File: src/rtl/stall_ctrl.sv
// Pipeline sequencing controller: load-use detection, multi-cycle divider
// sequencing and memory-stall merge into one per-stage stall bus.
module stall_ctrl #(
  parameter int STALL_W    = 6,
  parameter int DIV_CYCLES = 32,
  parameter int CNT_W      = 6
) (
  input  logic               clk,
  input  logic               rst,
  input  logic               id_valid,
  input  logic [4:0]         id_rs,
  input  logic               id_rs_used,
  input  logic [4:0]         id_rt,
  input  logic               id_rt_used,
  input  logic               id_rf_we,
  input  logic [4:0]         id_waddr,
  input  logic               id_is_load,
  input  logic               id_is_div,
  input  logic               mem_stallreq,
  output logic [STALL_W-1:0] stall,
  output logic               load_use_stall,
  output logic               div_start,
  output logic               div_busy,
  output logic               div_done,
  output logic               ex_wv,
  output logic [4:0]         ex_waddr,
  output logic               mem_wv,
  output logic [4:0]         mem_waddr
);

  typedef enum logic [1:0] {IDLE, BUSY, DONE} div_state_e;

  div_state_e       state_q, state_d;
  logic [CNT_W-1:0] cnt_q, cnt_d;

  logic       ex_v_q, ex_v_d;
  logic [4:0] ex_waddr_q, ex_waddr_d;
  logic       ex_load_q, ex_load_d;
  logic       mem_v_q, mem_v_d;
  logic [4:0] mem_waddr_q, mem_waddr_d;

  logic load_use;

  // A load still in EX cannot forward to the instruction reading it in ID.
  always_comb begin
    load_use = id_valid & ex_v_q & ex_load_q & (ex_waddr_q != 5'd0) &
               ((id_rs_used & (id_rs == ex_waddr_q)) |
                (id_rt_used & (id_rt == ex_waddr_q)));
  end

  always_comb begin
    stall = '0;
    if (mem_stallreq)
      stall = STALL_W'(6'b011111);
    else if (state_q == BUSY)
      stall = STALL_W'(6'b001111);
    else if (load_use)
      stall = STALL_W'(6'b000111);
  end

  assign div_start = (state_q != BUSY) & id_valid & id_is_div & ~stall[2];

  always_comb begin
    state_d  = state_q;
    cnt_d    = cnt_q;
    div_done = 1'b0;
    case (state_q)
      IDLE: begin
        if (div_start) begin
          state_d = BUSY;
          cnt_d   = CNT_W'(DIV_CYCLES - 1);
        end
      end
      BUSY: begin
        if (cnt_q == '0)
          state_d = DONE;
        else
          cnt_d = cnt_q - CNT_W'(1);
      end
      DONE: begin
        // The result is only consumed once memory lets EX advance.
        if (!mem_stallreq) begin
          div_done = 1'b1;
          if (div_start) begin
            state_d = BUSY;
            cnt_d   = CNT_W'(DIV_CYCLES - 1);
          end else begin
            state_d = IDLE;
          end
        end
      end
      default: state_d = IDLE;
    endcase
  end

  // EX/MEM write tracking: advance, insert a bubble, or hold.
  always_comb begin
    ex_v_d      = ex_v_q;
    ex_waddr_d  = ex_waddr_q;
    ex_load_d   = ex_load_q;
    mem_v_d     = mem_v_q;
    mem_waddr_d = mem_waddr_q;
    if (!stall[2]) begin
      ex_v_d     = id_valid & id_rf_we;
      ex_waddr_d = id_waddr;
      ex_load_d  = id_is_load;
    end else if (!stall[3]) begin
      ex_v_d     = 1'b0;
      ex_waddr_d = 5'd0;
      ex_load_d  = 1'b0;
    end
    if (!stall[3]) begin
      mem_v_d     = ex_v_q;
      mem_waddr_d = ex_waddr_q;
    end else if (!stall[4]) begin
      mem_v_d     = 1'b0;
      mem_waddr_d = 5'd0;
    end
  end

  always_ff @(posedge clk) begin
    if (rst) begin
      state_q     <= IDLE;
      cnt_q       <= '0;
      ex_v_q      <= 1'b0;
      ex_waddr_q  <= 5'd0;
      ex_load_q   <= 1'b0;
      mem_v_q     <= 1'b0;
      mem_waddr_q <= 5'd0;
    end else begin
      state_q     <= state_d;
      cnt_q       <= cnt_d;
      ex_v_q      <= ex_v_d;
      ex_waddr_q  <= ex_waddr_d;
      ex_load_q   <= ex_load_d;
      mem_v_q     <= mem_v_d;
      mem_waddr_q <= mem_waddr_d;
    end
  end

  assign load_use_stall = load_use;
  assign div_busy       = (state_q == BUSY);
  assign ex_wv          = ex_v_q;
  assign ex_waddr       = ex_waddr_q;
  assign mem_wv         = mem_v_q;
  assign mem_waddr      = mem_waddr_q;

endmodule

File: config.mk
export PLATFORM = sky130hd
export DESIGN_NAME = stall_ctrl
export DESIGN_NICKNAME = d
export VERILOG_FILES = /design/src/rtl/stall_ctrl.sv
export SDC_FILE = /design/constraint.sdc
export NUM_CORES = 1
export LEC_CHECK = 0
export ABC_AREA = 1
export CORE_MARGIN = 2
export CORE_UTILIZATION = 38
export CTS_CLUSTER_DIAMETER = 60
export DETAILED_ROUTE_END_ITERATION = 16
export MAX_ROUTING_LAYER = met4
export PLACE_DENSITY = 0.75
export SYNTH_ARGS = -nofsm -noshare
export SYNTH_HDL_FRONTEND = slang
export SYNTH_SLANG_ARGS = --single-unit
File: constraint.sdc
create_clock -name clk -period 1.46 [get_ports clk]
set_input_delay 0.146 -clock clk [delete_from_list [all_inputs] [get_ports clk]]
set_output_delay 0.146 -clock clk [all_outputs]
set_load 0.01 [all_outputs]
==> reports/metrics.yaml, run 1 <==
critical_path:
  r2r_cells: 15
  cp_max_fo: 6
  cp_slowest_cell: "dfxtp_4"
  start_kind: "flop"
  cp_num_cells: 10
  critPathTopFamily: "simple AND/OR/NAND/NOR gates"
  crit_type: "reg2out"
  crit_chain: "buf_4 > nor2_2 > nor2_1 > nand3_1 > nand2_1 > nand2_2 > inv_2 > nor2_4 > inv_2 > buf_6"
  crit_required_ns: 1.31
  crit_top_cell: "inv_2"
  critPathBufInv: 4
  worstPathArrival_ns: 1.51
  cpPeakStageDelay_ns: 0.39
  worst_setup_path_end_kind: "output port"
sta:
  rsz0062_at_grt: "yes"
  maxSlewViolCount: 0
  fin_crit_sh_pct: 113.7
  fmax_ghz: 0.6023
  setup_viol: 19
  final.setup_skew_ns: 0.005089
  period_needed_ns: 1.660
  finalWorstSetupSlack_ns: -0.2002
  hold_viol: 0
detailed_routing:
  drtAntennaViolNets: 0
  drc: 0
  drt-total-wl_um: 3373
  wl_per_cell_um: 10.99
  num_vias: 1408
  drtIter0Drc: 69
  routed_via_density: 4.586
  first_pass_iters: 4
logic_synthesis:
  ys_warn_count: 0
  synth_area_mm2: 0.001267
  syn-num-nets: 220
  synth.avg_cell_area_um2: 6.533
  synth_simple_gate_area_share_pct: 41.56
  synth_mux_area_share_pct: 0
  synth_adder_area_share_pct: 1.974
  synth_top_family_by_area: "simple AND/OR/NAND/NOR gates"
  yosysSeqAreaShare_pct: 33.17
  synth_compound_area_share_pct: 10.66
  synth_xor_area_share_pct: 0.6910
  yosys.cell_types.count: 24
  syn_inst: 194
  synth_seq_cells: 21
grt:
  grt_use_total_pct: 19.14
  grt_pass1_vias: 1270
  antenna_found_initial: 0
  grt_max_degree: 22
  grt.overflow.total: 0
  grt_pass1_wl_um: 5313
final_layout:
  area_growth_pct: 61.60
  utilization_pct: 66.01
  drive_above_1_share_pct: 33.84
  nNetsFinal: 290
  antenna_cells: 0
floorplan:
  start_util_pct: 40.85
  fp.dieH_um: 61.76
  placementRows: 20
  dieArea_mm2: 0.003814
  fp.dieW_um: 61.76
  fp.coreArea_mm2: 0.003103
  ios: 46
hold_path:
  hold_path.class: "in2reg"
  hold_path_depth: 3
place:
  dp_hpwl_um: 2453
  io_buffer_count: 44
  routabilityCongestion: 0.8931
power_and_ir_drop:
  total_power_uw: 1379
  p_seq_share_pct: 45.6
  leakage_uw: 0.0009671
  p_sw_uw: 438.1
  pwr-share-clk_pct: 21.3
  switching_share_pct: 31.76
  ir_drop_v: 0.0005422
  powerDensity_mw_per_mm2: 673.3
  p_int_uw: 941.1
  comb_power_share_pct: 33.1
status:
  violations: "negative setup slack"
  status: "finished with violations"
cts:
  numCtsBuffers: 3
  cts-root-buf: "clkbuf_4"
  cts_tree: "yes"
  worst_skew_pair.late_latency_ns: 0.32
  htreeDepth: 1
  clock_sinks: 21
  clock_path_buffers: 2
  hold_buffers: 0
  cts.clk_slew.worst_paths_ns: 0.12
flow_run:
  drv_cap: 0
kinds of logic after synthesis:
| family | Yosys count |
|---|---|
| buffers and inverters | 35 |
| adder cells (fa/ha/maj) | 2 |
| flip-flops | 21 |
| AO/OA/AOI/OAI | 21 |
| other | 1 |
| XOR/XNOR | 1 |
| AND/OR/NAND/NOR | 113 |
worst register-to-register path: cells and delay by family, from the launching register on:
kind / cells / cell delay [ns]
flip-flops: 1 / 0.40
AND/OR/NAND/NOR: 12 / 0.84
buffers and inverters: 3 / 0.30
through the flow:
step | setup WS, ns | cell area [um2] | hold WS, ns | TNS, ns | cells
after global placement | -0.5113 | 1899 | 0.4439 | -6.499 | 298
final | -0.2002 | 2048 | 0.3691 | -1.903 | 307
after global routing | -0.3126 | 2048 | 0.3651 | -4.109 | 307
after CTS | -0.2118 | 1966 | 0.3565 | -1.785 | 304
after floorplan | 0.03845 | 1274 | 0.2151 | 0 | 194
after detailed placement | -0.5232 | 1899 | 0.4466 | -6.609 | 298
what timing repair did:
action	CTS	global route
setup endpoints to repair	18	22
buffers inserted	2	3
gates resized for setup	46	24
gates cloned	0	0
pin swaps	3	6
path summary, 6_finish.rpt:
check | from | endpoint | slack [ns]
max | ex_waddr[0]$_SDFFE_PP0P_ | stall[2] | -0.20
min | id_waddr[3] | ex_waddr[3]$_SDFFE_PP0P_ | 0.37
max reg2reg | ex_waddr[1]$_SDFFE_PP0P_ | cnt_q[0]$_SDFFE_PP0P_ | -0.18
min reg2reg | mem_waddr[3]$_SDFFE_PP0P_ | mem_waddr[3]$_SDFFE_PP0P_ | 0.46
synthesized netlist by cell type:
| library cell | instances | area share, % |
|---|---|---|
| o21ai_0 | 1 | 0.39 |
| xor2_1 | 1 | 0.69 |
| buf_4 | 4 | 2.4 |
| nand2_2 | 6 | 3.0 |
| a21oi_1 | 13 | 5.1 |
| nor2_1 | 18 | 5.3 |
| nand3_4 | 1 | 1.4 |
| buf_2 | 1 | 0.39 |
| conb_1 | 1 | 0.30 |
| or2_2 | 1 | 0.49 |
| dfxtp_1 | 21 | 33 |
| nand4_1 | 3 | 1.5 |
| o21ai_2 | 1 | 0.69 |
| o31ai_2 | 1 | 0.99 |
| nand3_1 | 14 | 5.5 |
| a21oi_2 | 5 | 3.5 |
| clkbuf_1 | 2 | 0.59 |
| inv_2 | 5 | 1.5 |
| nand2_1 | 65 | 19 |
| nand2_8 | 1 | 1.6 |
| nand2_4 | 1 | 0.89 |
| nor2_4 | 3 | 2.7 |
| ha_1 | 2 | 2.0 |
| inv_1 | 23 | 6.8 |
cell type report:
type | instances | area [um2]
clock buffer | 3 | 22.52
clock inverter | 1 | 5.005
fill | 286 | 1055
inverter | 28 | 110.1
multi-input combinational | 138 | 750.7
sequential | 21 | 441.7
tap | 44 | 55.05
timing repair buffer | 72 | 663.1
power groups by stage:
stage	Combinational, uW	Sequential [uW]	Clock, uW
2_1_floorplan	210	651	0
3_3_place_gp	415	645	0
3_5_place_dp	419	645	0
4_1_cts	428	629	304
5_1_grt	508	633	326
6_report	457	629	294
layout by cell type, fill, tap and decap left out:
cell type        instances
clkbuf_4                 3
conb_1                   1
clkdlybuf4s15_1          1
nor2_1                  15
nand3_1                 13
nand2_8                  2
a21oi_2                  9
nor2_4                   3
o21ai_2                  1
buf_4                   25
nand3_4                  1
nor2_2                   3
dlygate4sd2_1            4
or2_2                    1
xor2_1                   1
nand2_2                 12
nand2_1                 59
dfxtp_2                  2
inv_2                    8
nand3_2                  1
inv_4                    2
ha_1                     2
buf_2                    1
dlymetal6s2s_1           2
dfxtp_4                  5
nand4_1                  3
clkdlybuf4s50_1         31
o21ai_0                  1
buf_6                    8
o31ai_2                  1
inv_1                   18
a21oi_1                  9
dfxtp_1                 14
clkinv_2                 1
routing by layer:
| layer | vias up | track usage (%) | part of all wire, % |
|---|---|---|---|
| met1 | 603 | 22.29 | 45 |
| met4 | 0 | 6.079 | 1.2 |
| met5 | - | - | 0 |
| met2 | 62 | 32.63 | 46 |
| met3 | 6 | 4.348 | 7.4 |
| li1 | 737 | - | - |
flip-flops by register name, indices dropped and copies added (netlist names):
name,cells
cnt_q,6
ex_load_q,1
ex_waddr,5
ex_wv,1
mem_waddr,5
mem_wv,1
state_q,2
No activity file was read; power rests on OpenSTA's default activity.
==> run 2, diff against run 1 <==
CELL_PAD_IN_SITES_DETAIL_PLACEMENT = 1   (was unset)
CELL_PAD_IN_SITES_GLOBAL_PLACEMENT = 1   (was unset)
CORE_MARGIN = 5   (was 2)
CORE_UTILIZATION = 27   (was 38)
PLACE_DENSITY = 0.77   (was 0.75)
RECOVER_POWER = 100   (was unset)
==> run 2 against run 1 <==
The flow still finishes with violations (negative setup slack). Sequential cell count is the same. Combinational power shrank 3%. Routed wire length grew 23%. Critical endpoint is now div_start. Largest power group unchanged.
==> reports/metrics.yaml, run 2 (synthesized netlist as in run 1, its figures left out) <==
floorplan:
  dieArea_mm2: 0.006165  # +62%
  start_util_pct: 27.38  # -13 points
  fp.dieW_um: 78.52  # +27%
  placementRows: 25  # +25%
  fp.dieH_um: 78.52  # +27%
  ios: 46  # unchanged
  fp.coreArea_mm2: 0.004629  # +49%
final_layout:
  stdcell_area_mm2: 0.002034  # -0.67%
  nFillCells: 596  # +110%
  utilization_pct: 43.95  # -22 points
  drive_above_1_share_pct: 28.41  # -5.4 points
  antenna_cells: 0  # unchanged
  final_common_cell: "nand2_1"
  largest_reg_flops: 6  # unchanged
  nNetsFinal: 291  # +0.34%
  layout_common_cells: "nand2_1 (64), clkdlybuf4s50_1 (25), buf_4 (23)"
  top_register: "cnt_q"
  area_growth_pct: 60.51
detailed_routing:
  drtAntennaViolNets: 0  # unchanged
  drc: 0  # unchanged
  routed_via_density: 4.535  # -1.1%
  drt-total-wl_um: 4157  # +23%
  first_pass_iters: 4  # unchanged
  drtIter0Drc: 21  # -70%
  num_vias: 1442  # +2.4%
  wl_per_cell_um: 13.07  # +19%
sta:
  final.setup_skew_ns: 0.01197  # +0.006886 ns
  fmax_ghz: 0.6129  # +1.8%
  finalWorstSetupSlack_ns: -0.1716  # +0.02860 ns
  rsz0062_at_grt: "yes"
  fin_crit_sh_pct: 111.8  # -2.0 points
  setup_viol: 12  # -7
  holdWs_ns: 0.4218  # +0.05276 ns
  fin_tns_setup_ns: -1.501  # +0.4021 ns
  period_needed_ns: 1.632  # -0.02860 ns
  maxSlewViolCount: 0  # unchanged
  hold_viol: 0  # unchanged
cts:
  clock_path_buffers: 2  # unchanged
  hold_buffers: 0  # unchanged
  cts-root-buf: "clkbuf_8"
  worst_skew_pair.late_latency_ns: 0.27  # -0.05 ns
  clock_sinks: 21  # unchanged
  numCtsBuffers: 3  # unchanged
  cts.clk_slew.worst_paths_ns: 0.09  # -0.03 ns
  cts_tree: "yes"
  htreeDepth: 1  # unchanged
critical_path:
  cp_num_cells: 10  # unchanged
  crit_required_ns: 1.31  # about the same
  cpPeakStageDelay_ns: 0.38  # about the same
  crit_top_cell: "nand2_1"
  cp_slowest_cell: "dfxtp_4"
  r2r_cells: 14  # -1
  crit_chain: "nand2_1 > nand2_1 > nor2_1 > nand3_1 > nand2_1 > nand2_2 > buf_6 > nand3_4 > inv_2 > buf_6"
  cp_max_fo: 7  # +1
  critPathTopFamily: "simple AND/OR/NAND/NOR gates"
  worst_setup_path_end_kind: "output port"
  crit_type: "reg2out"
  critPathBufInv: 3  # -1
  worstPathArrival_ns: 1.49  # -0.02 ns
  start_kind: "flop"
grt:
  grt_pass1_vias: 1562  # +23%
  antenna_found_initial: 0  # unchanged
  grt.overflow.total: 0  # unchanged
  grt_use_total_pct: 14.93  # -4.2 points
  grt_max_degree: 22  # unchanged
  grt_pass1_wl_um: 7189  # +35%
place:
  dpl-instance-area_mm2: 0.001927  # +1.4%
  routabilityCongestion: 0.8025  # -10%
  dpl_worst_slack_ns: -0.5991  # -0.07593 ns
  dp_hpwl_um: 3288  # +34%
  io_buffer_count: 44  # unchanged
status:
  violations: "negative setup slack"
  status: "finished with violations"
hold_path:
  hold_path_depth: 3  # unchanged
  hold_path.class: "in2reg"
power_and_ir_drop:
  comb_power_share_pct: 30.1  # -3.0 points
  leakage_uw: 0.0009880  # +2.2%
  p_seq_share_pct: 42.5  # -3.1 points
  switching_share_pct: 31.20  # -0.56 points
  powerDensity_mw_per_mm2: 723.9  # +7.5%
  p_int_uw: 1013  # +7.7%
  pwr-share-clk_pct: 27.4  # +6.1 points
  ir_drop_v: 0.0002850  # -47%
  p_sw_uw: 459.6  # +4.9%
flow_run:
  drv_cap: 0  # unchanged
## run 2: metrics by stage
stage / instances / total power, uW
floorplan: 194 / 861.5
global placement: 310 / 1070
detailed placement: 310 / 1079
CTS: 318 / 1494
global route: 318 / 1571
finish: 318 / 1473
## run 2: path summary, 6_finish.rpt
kind	startpoint	to	slack, ns
hold / removal	id_waddr[1]	ex_waddr[1]$_SDFFE_PP0P_	0.42
hold reg to reg	mem_waddr[0]$_SDFFE_PP0P_	mem_waddr[0]$_SDFFE_PP0P_	0.46
setup / recovery	ex_waddr[0]$_SDFFE_PP0P_	div_start	-0.17
setup reg to reg	ex_waddr[0]$_SDFFE_PP0P_	cnt_q[0]$_SDFFE_PP0P_	-0.16
## run 2: per-layer routing
layer  track usage, %  routed length [um]  part of all wire, %
met5                -                   0                    0
met4            4.196                  43                  1.0
met3            1.835                 192                  4.6
met2            28.69                2249                   54
met1            15.85                1671                   40
## run 2: repair_timing
action	4_1_cts	5_1_grt
setup buffers	4	0
pin swaps	8	1
endpoints found under the setup margin	23	24
resized for setup	48	8
## run 2: cell type report
cell class	count	area (um2)	share of cell area, %
multi-input cells	138	726.9	35.73
inverters	28	105.1	5.166
flip-flops and latches	21	440.4	21.65
repair buffers	73	648.1	31.86
clock inverters	1	5.005	0.2460
well taps	54	67.56	3.321
clock buffers	3	41.29	2.030
## run 2: tightest hold or removal path, stage by stage
cell	delay (ns)
clkdlybuf4s50_1	0.39
nand2_1	0.06
a21oi_1	0.05
## run 2: power groups by stage
| stage | combinational, uW | sequential [uW] | clock (uW) |
|---|---|---|---|
| 6_report | 444 | 626 | 403 |
| 5_1_grt | 492 | 632 | 447 |
| 4_1_cts | 454 | 626 | 414 |
| 3_5_place_dp | 435 | 644 | 0 |
| 3_3_place_gp | 426 | 644 | 0 |
| 2_1_floorplan | 210 | 651 | 0 |
